File: src/rtl/fifo_rd_stream.sv
// Read-side drain stage: pulls words from an async FIFO into a
// 2-entry skid buffer and presents them as a valid/ready stream.
module fifo_rd_stream #(
  parameter int DATAWIDTH = 8,
  parameter int CNT_WIDTH = 16
) (
  input  logic                 rclk,
  input  logic                 rrst,
  input  logic                 en,
  input  logic                 flush,
  input  logic                 empty,
  input  logic [DATAWIDTH-1:0] Rdata,
  output logic                 rd,
  output logic [DATAWIDTH-1:0] m_data,
  output logic                 m_valid,
  input  logic                 m_ready,
  output logic [CNT_WIDTH-1:0] beat_cnt
);

  typedef enum logic [1:0] {
    S_EMPTY = 2'd0,
    S_ONE   = 2'd1,
    S_TWO   = 2'd2
  } state_t;

  state_t r_state;
  state_t w_state_nxt;

  logic                 r_infl;
  logic                 r_head;
  logic [DATAWIDTH-1:0] r_buf0;
  logic [DATAWIDTH-1:0] r_buf1;
  logic [CNT_WIDTH-1:0] r_beat;

  logic       w_pop;
  logic       w_cap;
  logic       w_tail;
  logic [1:0] w_occ;
  logic [2:0] w_level;

  assign w_occ   = r_state;
  assign m_valid = (r_state != S_EMPTY);
  assign w_pop   = m_valid && m_ready && !flush;
  assign w_cap   = r_infl && !flush;

  // Room check includes the word already in flight and this cycle's pop.
  assign w_level = {1'b0, w_occ} + {2'b00, r_infl} - {2'b00, w_pop};
  assign rd      = en && !empty && !flush && !rrst && (w_level < 3'd2);

  assign w_tail  = r_head ^ (r_state == S_ONE);
  assign m_data  = r_head ? r_buf1 : r_buf0;
  assign beat_cnt = r_beat;

  always_comb begin
    w_state_nxt = r_state;
    if (flush) begin
      w_state_nxt = S_EMPTY;
    end else begin
      unique case (r_state)
        S_EMPTY: begin
          if (w_cap) w_state_nxt = S_ONE;
        end
        S_ONE: begin
          if (w_cap && !w_pop)      w_state_nxt = S_TWO;
          else if (w_pop && !w_cap) w_state_nxt = S_EMPTY;
          else                      w_state_nxt = S_ONE;
        end
        S_TWO: begin
          if (w_pop) w_state_nxt = S_ONE;
        end
        default: w_state_nxt = S_EMPTY;
      endcase
    end
  end

  always_ff @(posedge rclk or posedge rrst) begin
    if (rrst) begin
      r_state <= S_EMPTY;
      r_infl  <= 1'b0;
      r_head  <= 1'b0;
      r_beat  <= '0;
    end else begin
      r_state <= w_state_nxt;
      r_infl  <= rd;
      if (w_pop) begin
        r_head <= ~r_head;
        r_beat <= r_beat + 1'b1;
      end
    end
  end

  always_ff @(posedge rclk or posedge rrst) begin
    if (rrst) begin
      r_buf0 <= '0;
      r_buf1 <= '0;
    end else if (w_cap) begin
      if (w_tail) r_buf1 <= Rdata;
      else        r_buf0 <= Rdata;
    end
  end

endmodule

File: config.mk
export PLATFORM = sky130hd
export DESIGN_NAME = fifo_rd_stream
export DESIGN_NICKNAME = d
export VERILOG_FILES = /design/src/rtl/fifo_rd_stream.sv
export SDC_FILE = /design/constraint.sdc
export NUM_CORES = 1
export LEC_CHECK = 0
export ABC_AREA = 0
export CORE_AREA = 8 8 74 76
export CTS_CLUSTER_DIAMETER = 150
export CTS_CLUSTER_SIZE = 10
export DETAILED_ROUTE_END_ITERATION = 6
export DIE_AREA = 0 0 82 84
export PLACE_DENSITY = 0.77
export SLEW_MARGIN = 20
export SYNTH_ARGS = -nofsm -noshare
export SYNTH_HDL_FRONTEND = slang
export SYNTH_SLANG_ARGS = --single-unit
File: constraint.sdc
create_clock -name rclk -period 4.85 [get_ports rclk]
set_input_delay 0.97 -clock rclk [delete_from_list [all_inputs] [get_ports rclk]]
set_output_delay 0.97 -clock rclk [all_outputs]
set_load 0.1 [all_outputs]
==> reports/qor.txt, run 1 <==
Startpoint types - input pin
Final Cycle Share - 89.0%
Setup TNS - 0 ns
Clock-pin slew on the worst setup and hold paths - 0.07 ns
Post-CTS setup buffer count - 0
Synth area leader - dfrtp_1
Ant diodes - 0
Syn_nets - 149
Top cell type's share of synthesized area - 54.0%
Max Buffers Root-to-Sink - 2
Fin util - 52.4%
# clock sinks - 36
# Max-Cap Violations - 0
Initial core utilization - 39.1%
Worst Setup Path Type - in2out
Internal power - 0.000679 W
Post-Syn Area - 1670 sq um
PortBufs - 39
VDD IR-drop max - 0.000268 V
RSZ-0062 raised after global routing - false
Power Dens Cells - 559 nW/um^2
Worst Hold Class - reg2reg
Clk Latency, worst-skew pair - 0.29 ns
Outcome - finished clean
Static leakage - 0.970 nW
Die X - 82 um
Antenna Violating Nets Remaining - 0
DR pass1 iterations - 4
First DRT Iteration DRCs - 51
Rows - 24
Clk network pwr share - 20.9%
Largest net degree at the start of global routing - 37
Psw - 0.000568 W
Gpl congestion - 0.701
Gate power share - 46.3%
Hpwl dp - 2640 um
Seq pwr share - 32.8%
Final setup violation count - 0
Yosys cell types - 30
Routed vias/inst - 5.01
FF+latch count, synth - 36
Post-route DRC - 0
Wire length per cell - 16.0 um
Final hold vios - 0
Fin crit period - 4.32 ns
Syn_area_per_cell - 12.6 sq um
Post_cts resized - 0
Most common flop cell mapped by yosys - dfrtp_1
Global-route wire length before repair - 6320 um
Initial antenna violation count - 0
Slew @ Worst Pin - 0.992 ns
H-tree levels - 2
Nature of the critical path endpoint - output port
Net count, final - 192
CTS tree - yes
Die outline area - 6890 sq um
Switch share - 45.6%
Core area - 4260 sq um
Fmax - 0.232 GHz
Sequential element share of the synthesized area - 54.0%
Crit path max fanout - 5
CTS Hold Bufs - 0
Worst EP required - 3.88 ns
Layout cells sized above 1 - 17.0%
Asr flop ratio synth - 100%
Critical path arrival - 3.35 ns
Top cells by area, synth - dfrtp_1, mux2_2, xnor2_1
Cts bufs inserted - 5
Total wire length - 3650 um
EDFF count, synth - 0
P&R area growth vs syn - 33.8%
Max-slew headroom - 33.7%
Post-synth top cells - dfrtp_1, xnor2_1, mux2_2
Max Clock Skew - 0.00273 ns
Vias in the first global route - 1347
Max Slew Vio Count - 0
Syn Inst Count - 132
Die height - 84 um
Most common cell in the netlist - dfrtp_1
YS warnings - 0
GR Overflow Total - 0
IO Count - 40
GRT Util Overall - 11.9%
Vias - 1143
Root Driver - clkbuf_8
registers in the layout, indices dropped and copies added (netlist names):
register,count
beat_cnt,16
r_buf0,8
r_buf1,8
r_state,2
r_head,1
r_infl,1
cell type report:
cell class                      instances  area [sq um]
Tap cell                               52          65.1
Inverter                                4          15.0
Multi-Input combinational cell         88           733
Fill cell                             382          2030
Clock buffer                            5          68.8
Timing Repair Buffer                   40           408
Sequential cell                        36           901
Clock inverter                          3          42.5
layer usage:
| metal | vias up | global-route usage [%] | share of wire [%] |
|---|---|---|---|
| li1 | 535 | - | - |
| met1 | 566 | 13.1 | 40 |
| met2 | 37 | 18.8 | 49 |
| met3 | 5 | 5.39 | 9.4 |
| met4 | 0 | 5.27 | 1.4 |
| met5 | - | 0 | 0 |
cells by family (layout without fill, tap and decap cells):
| group | count (synthesis) | in the layout | synth area share [%] |
|---|---|---|---|
| adder cells (fa/ha/maj) | 3 | 3 | 2.70 |
| flip-flops | 36 | 36 | 54.0 |
| multiplexers | 26 | 26 | 17.5 |
| AO/OA/AOI/OAI | 3 | 3 | 1.12 |
| AND/OR/NAND/NOR | 38 | 38 | 13.2 |
| buffers and inverters | 8 | 52 | 2.10 |
| XOR/XNOR | 18 | 18 | 9.45 |
path summary, 6_finish.rpt:
path | start | cells after the start | slack (ns) | end
setup / recovery | flush | 10 | 0.53 | rd
hold reg to reg | beat_cnt[15] | 1 | 0.48 | beat_cnt[15]
setup reg to reg | r_state[1] | 8 | 2.58 | r_infl
hold / removal | beat_cnt[15] | 1 | 0.48 | beat_cnt[15]
min in group asynchronous | rrst | 3 | 1.15 | r_state[0]
max in group asynchronous | rrst | 3 | 3.40 | r_infl
metrics by stage:
stage | power (W) | cell area [sq um] | setup slack [ns] | std cells | hold slack (ns)
global route | 0.00130 | 2230 | 0.249 | 228 | 0.506
floorplan | 0.000867 | 1670 | 0.822 | 132 | 0.452
finish | 0.00125 | 2230 | 0.532 | 228 | 0.482
global placement | 0.000989 | 2120 | 0.617 | 220 | 0.462
detailed placement | 0.000998 | 2120 | 0.516 | 220 | 0.471
CTS | 0.00127 | 2230 | 0.493 | 228 | 0.489
power by group through the flow:
stage	clock, W	combinational (W)	sequential (W)
detailed placement	0	0.000582	0.000416
global placement	0	0.000579	0.000410
floorplan	0	0.000416	0.000451
CTS	0.000271	0.000584	0.000410
global route	0.000280	0.000600	0.000421
finish	0.000260	0.000578	0.000409
critical path, cell delays in order:
cell             delay (ns)
clkdlybuf4s50_1        0.48
nand2b_1               0.26
nor2_2                 0.21
inv_1                  0.16
nor2_1                 0.19
o21ai_0                0.14
fa_1                   0.39
xnor2_1                0.13
and3_1                 0.23
buf_12                 0.19
placed cells by master, fill, tap and decap left out, types with 2 or more instances in the layout:
master / n
xnor2_1: 18
dfrtp_1: 36
mux2_1: 8
nand4_1: 4
nor2b_1: 3
nand3_1: 7
inv_1: 4
clkdlybuf4s50_1: 38
mux2_2: 17
nor2_1: 6
and3_1: 4
ha_1: 2
clkbuf_8: 5
nand2_1: 5
(Power assumes the default switching activity.)
==> run 2, diff against run 1 <==
--- a/config.mk
+++ b/config.mk
@@ -6,6 +6,7 @@
 export NUM_CORES = 1
 export LEC_CHECK = 0
 export ABC_AREA = 0
+export CAP_MARGIN = 20
 export CORE_AREA = 8 8 74 76
 export CTS_CLUSTER_DIAMETER = 150
 export CTS_CLUSTER_SIZE = 10
==> results of run 2 <==
Final layout, timing and power as in run 1 (identical DEF).
==> run 3, diff against run 2 <==
==> config.mk (replaced) <==
export PLATFORM = sky130hd
export DESIGN_NAME = fifo_rd_stream
export DESIGN_NICKNAME = d
export VERILOG_FILES = /design/src/rtl/fifo_rd_stream.sv
export SDC_FILE = /design/constraint.sdc
export NUM_CORES = 1
export LEC_CHECK = 0
export ABC_AREA = 1
export CAP_MARGIN = 20
export CORE_AREA = 8 8 78 80
export CTS_CLUSTER_DIAMETER = 150
export CTS_CLUSTER_SIZE = 10
export DETAILED_ROUTE_END_ITERATION = 6
export DIE_AREA = 0 0 86 88
export PLACE_DENSITY = 0.76
export SLEW_MARGIN = 5
export SYNTH_ARGS = -nofsm -noshare
export SYNTH_HDL_FRONTEND = slang
export SYNTH_SLANG_ARGS = --single-unit
==> run 3 against run 2 <==
Area after synthesis increased by 12%; combinational power down 8.8%; sequential share of layout area decreased by 4.2 points; via count grew 37%; highest routed layer unchanged; maximum frequency rose by 0.34%; critical path depth rose by 1.
==> reports/qor.txt, run 3 <==
Top cell type's share of synthesized area - 48.2%
Largest family of logic cells by synthesized area - simple AND/OR/NAND/NOR gates
Post-Syn Area - 1870 sq um
Sequential element share of the synthesized area - 48.2%
Mux contribution to synthesized area - 0%
Largest net degree at the start of global routing - 37
Max Buffers Root-to-Sink - 2
Clk Latency, worst-skew pair - 0.28 ns
Gpl congestion - 0.791
Worst EP required - 3.88 ns
Simple-Gate Fraction of Synth Area - 29.9%
Post_cts resized - 0
Cts bufs inserted - 5
Antenna Violating Nets Remaining - 0
Xor-xnor portion of the synthesized cell area - 3.75%
Core area - 4910 sq um
Synth area leader - dfrtp_1
Fmax - 0.232 GHz
Most Frequent Cell on Critical Path - nor2_1
Die outline area - 7570 sq um
Vias - 1569
Seq pwr share - 30.7%
Switch share - 42.9%
Reg-to-reg slack, setup - 2.59 ns
VDD IR-drop max - 0.000284 V
Gate power share - 40.8%
Multi-input gate area - 831 sq um
Internal power - 0.000737 W
Hpwl dp - 3080 um
IO Count - 40
First DRT Iteration DRCs - 93
Largest stage delay, worst path - 0.48 ns
Hold_ws - 0.485 ns
Power Dens Cells - 518 nW/um^2
Post-synthesis adder-cell area fraction - 2.41%
Initial core utilization - 38.1%
# Max-Cap Violations - 0
Final setup violation count - 0
Layout cells sized above 1 - 11.6%
Wire length per cell - 12.2 um
Outcome - finished clean
Vias in the first global route - 1590
Nature of the critical path endpoint - output port
# clock sinks - 36
Top cells by area, synth - dfrtp_1, nand2_1, inv_1
Max-slew headroom - 33.5%
EDFF count, synth - 0
Syn_nets - 247
Max Slew Vio Count - 0
H-tree levels - 2
CTS Hold Bufs - 0
Largest register FFs - 16
Net count, final - 291
Global-route wire length before repair - 7070 um
Post-CTS setup buffer count - 0
Ant diodes - 0
Slew @ Worst Pin - 0.995 ns
Psw - 0.000555 W
Final Cycle Share - 88.7%
P&R area growth vs syn - 33.4%
Rows - 26
FF+latch count, synth - 36
Synth Area in Compound Gates - 8.36%
Syn Inst Count - 230
Initial antenna violation count - 0
GRT Util Overall - 11.9%
Most frequent cells in the layout - nand2_1, clkdlybuf4s50_1, dfrtp_1
Syn_area_per_cell - 8.13 sq um
Critical path arrival - 3.33 ns
Clock-pin slew on the worst setup and hold paths - 0.07 ns
Post-route DRC - 0
GR Overflow Total - 0
Slowest cell on the critical path - clkdlybuf4s50_1
CTS tree - yes
PortBufs - 39
Die height - 88 um
Most common cell after layout, fill and taps aside - nand2_1
Startpoint types - input pin
RSZ-0062 raised after global routing - false
Register area - 901 sq um
Most common cell in the netlist - nand2_1
DR pass1 iterations - 4
Worst Setup Path Type - in2out
Die X - 86 um
Post-synth top cells - nand2_1, dfrtp_1, inv_1
Max Clock Skew - 0.00816 ns
Yosys cell types - 25
Fillcell total - 468
Worst-path cell chain - clkdlybuf4s50_1, inv_1, nor2_1, nand2_4, nor2_1, o21ai_0, fa_1, a21oi_1, nand4_1, nor2_1, buf_12
Worst Hold Class - reg2reg
Fin crit period - 4.30 ns
Total wire length - 4210 um
YS warnings - 0
Routed vias/inst - 4.55
Clk network pwr share - 28.5%
Setup TNS - 0 ns
Root Driver - clkbuf_8
Final hold vios - 0
Static leakage - 1.18 nW
Crit path max fanout - 8
Most common flop cell mapped by yosys - dfrtp_1
Asr flop ratio synth - 100%
-- run 3: cell types whose count changed after synthesis, sizes merged, moves of 4 or more --
cell / before / now
nor2: 7 / 24
mux2: 25 / 0
nand2: 6 / 84
and3: 4 / 0
inv: 4 / 29
o21ai: 1 / 21
xnor2: 18 / 5
-- run 3: worst max-delay path: cells and delay by family --
| kind | cells | cell delay, ns |
|---|---|---|
| AO/OA/AOI/OAI | 2 | 0.34 |
| AND/OR/NAND/NOR | 5 | 0.83 |
| buffers and inverters | 3 | 0.75 |
| adder cells (fa/ha/maj) | 1 | 0.43 |
-- run 3: cells by family after synthesis --
logic type,after synthesis
compound gates,24
xor+xnor,8
fa+ha+maj,3
buf+inv,32
flops,36
simple gates,127
-- run 3: layer usage --
| layer | up-vias | global-route usage, % | wire, um |
|---|---|---|---|
| met5 | - | 0 | 0 |
| met4 | 0 | 4.78 | 40 |
| met3 | 2 | 3.75 | 192 |
| met2 | 23 | 21.3 | 2170 |
| met1 | 740 | 12.7 | 1810 |
| li1 | 804 | - | - |
-- run 3: layout make-up --
cell class                 instances  share of cell area (%)
sequential                        36                    36.1
multi-input combinational        162                    33.3
timing repair buffer              40                    16.3
inverter                          29                    4.36
clock inverter                     3                    3.61
tap                               70                    3.51
clock buffer                       5                    2.76
-- run 3: power by group through the flow --
stage	clock network, W	registers (W)	logic [W]
2_1_floorplan	0	0.000435	0.000376
3_3_place_gp	0	0.000401	0.000528
3_5_place_dp	0	0.000404	0.000531
4_1_cts	0.000374	0.000398	0.000533
5_1_grt	0.000383	0.000405	0.000559
6_report	0.000368	0.000397	0.000527
-- run 3: worst paths after layout --
check / from / end / cells past startpoint
setup / recovery: m_ready / rd / 11
hold / removal: r_buf0[7] / r_buf0[7] / 2
setup reg to reg: r_state[1] / r_infl / 9
hold reg to reg: r_buf0[7] / r_buf0[7] / 2
max in group asynchronous: rrst / r_state[1] / 3
min in group asynchronous: rrst / beat_cnt[13] / 3
-- run 3: metrics by stage --
stage | instance area (sq um) | utilization (%) | worst slack (ns) | total power [W] | cells
3_3_place_gp | 2340 | 47.6 | 0.736 | 0.000929 | 337
4_1_cts | 2490 | 50.8 | 0.537 | 0.00131 | 345
3_5_place_dp | 2340 | 47.6 | 0.627 | 0.000935 | 337
6_report | 2490 | 50.8 | 0.546 | 0.00129 | 345
2_1_floorplan | 1870 | - | 0.383 | 0.000812 | 230
5_1_grt | 2490 | 50.8 | 0.335 | 0.00135 | 345
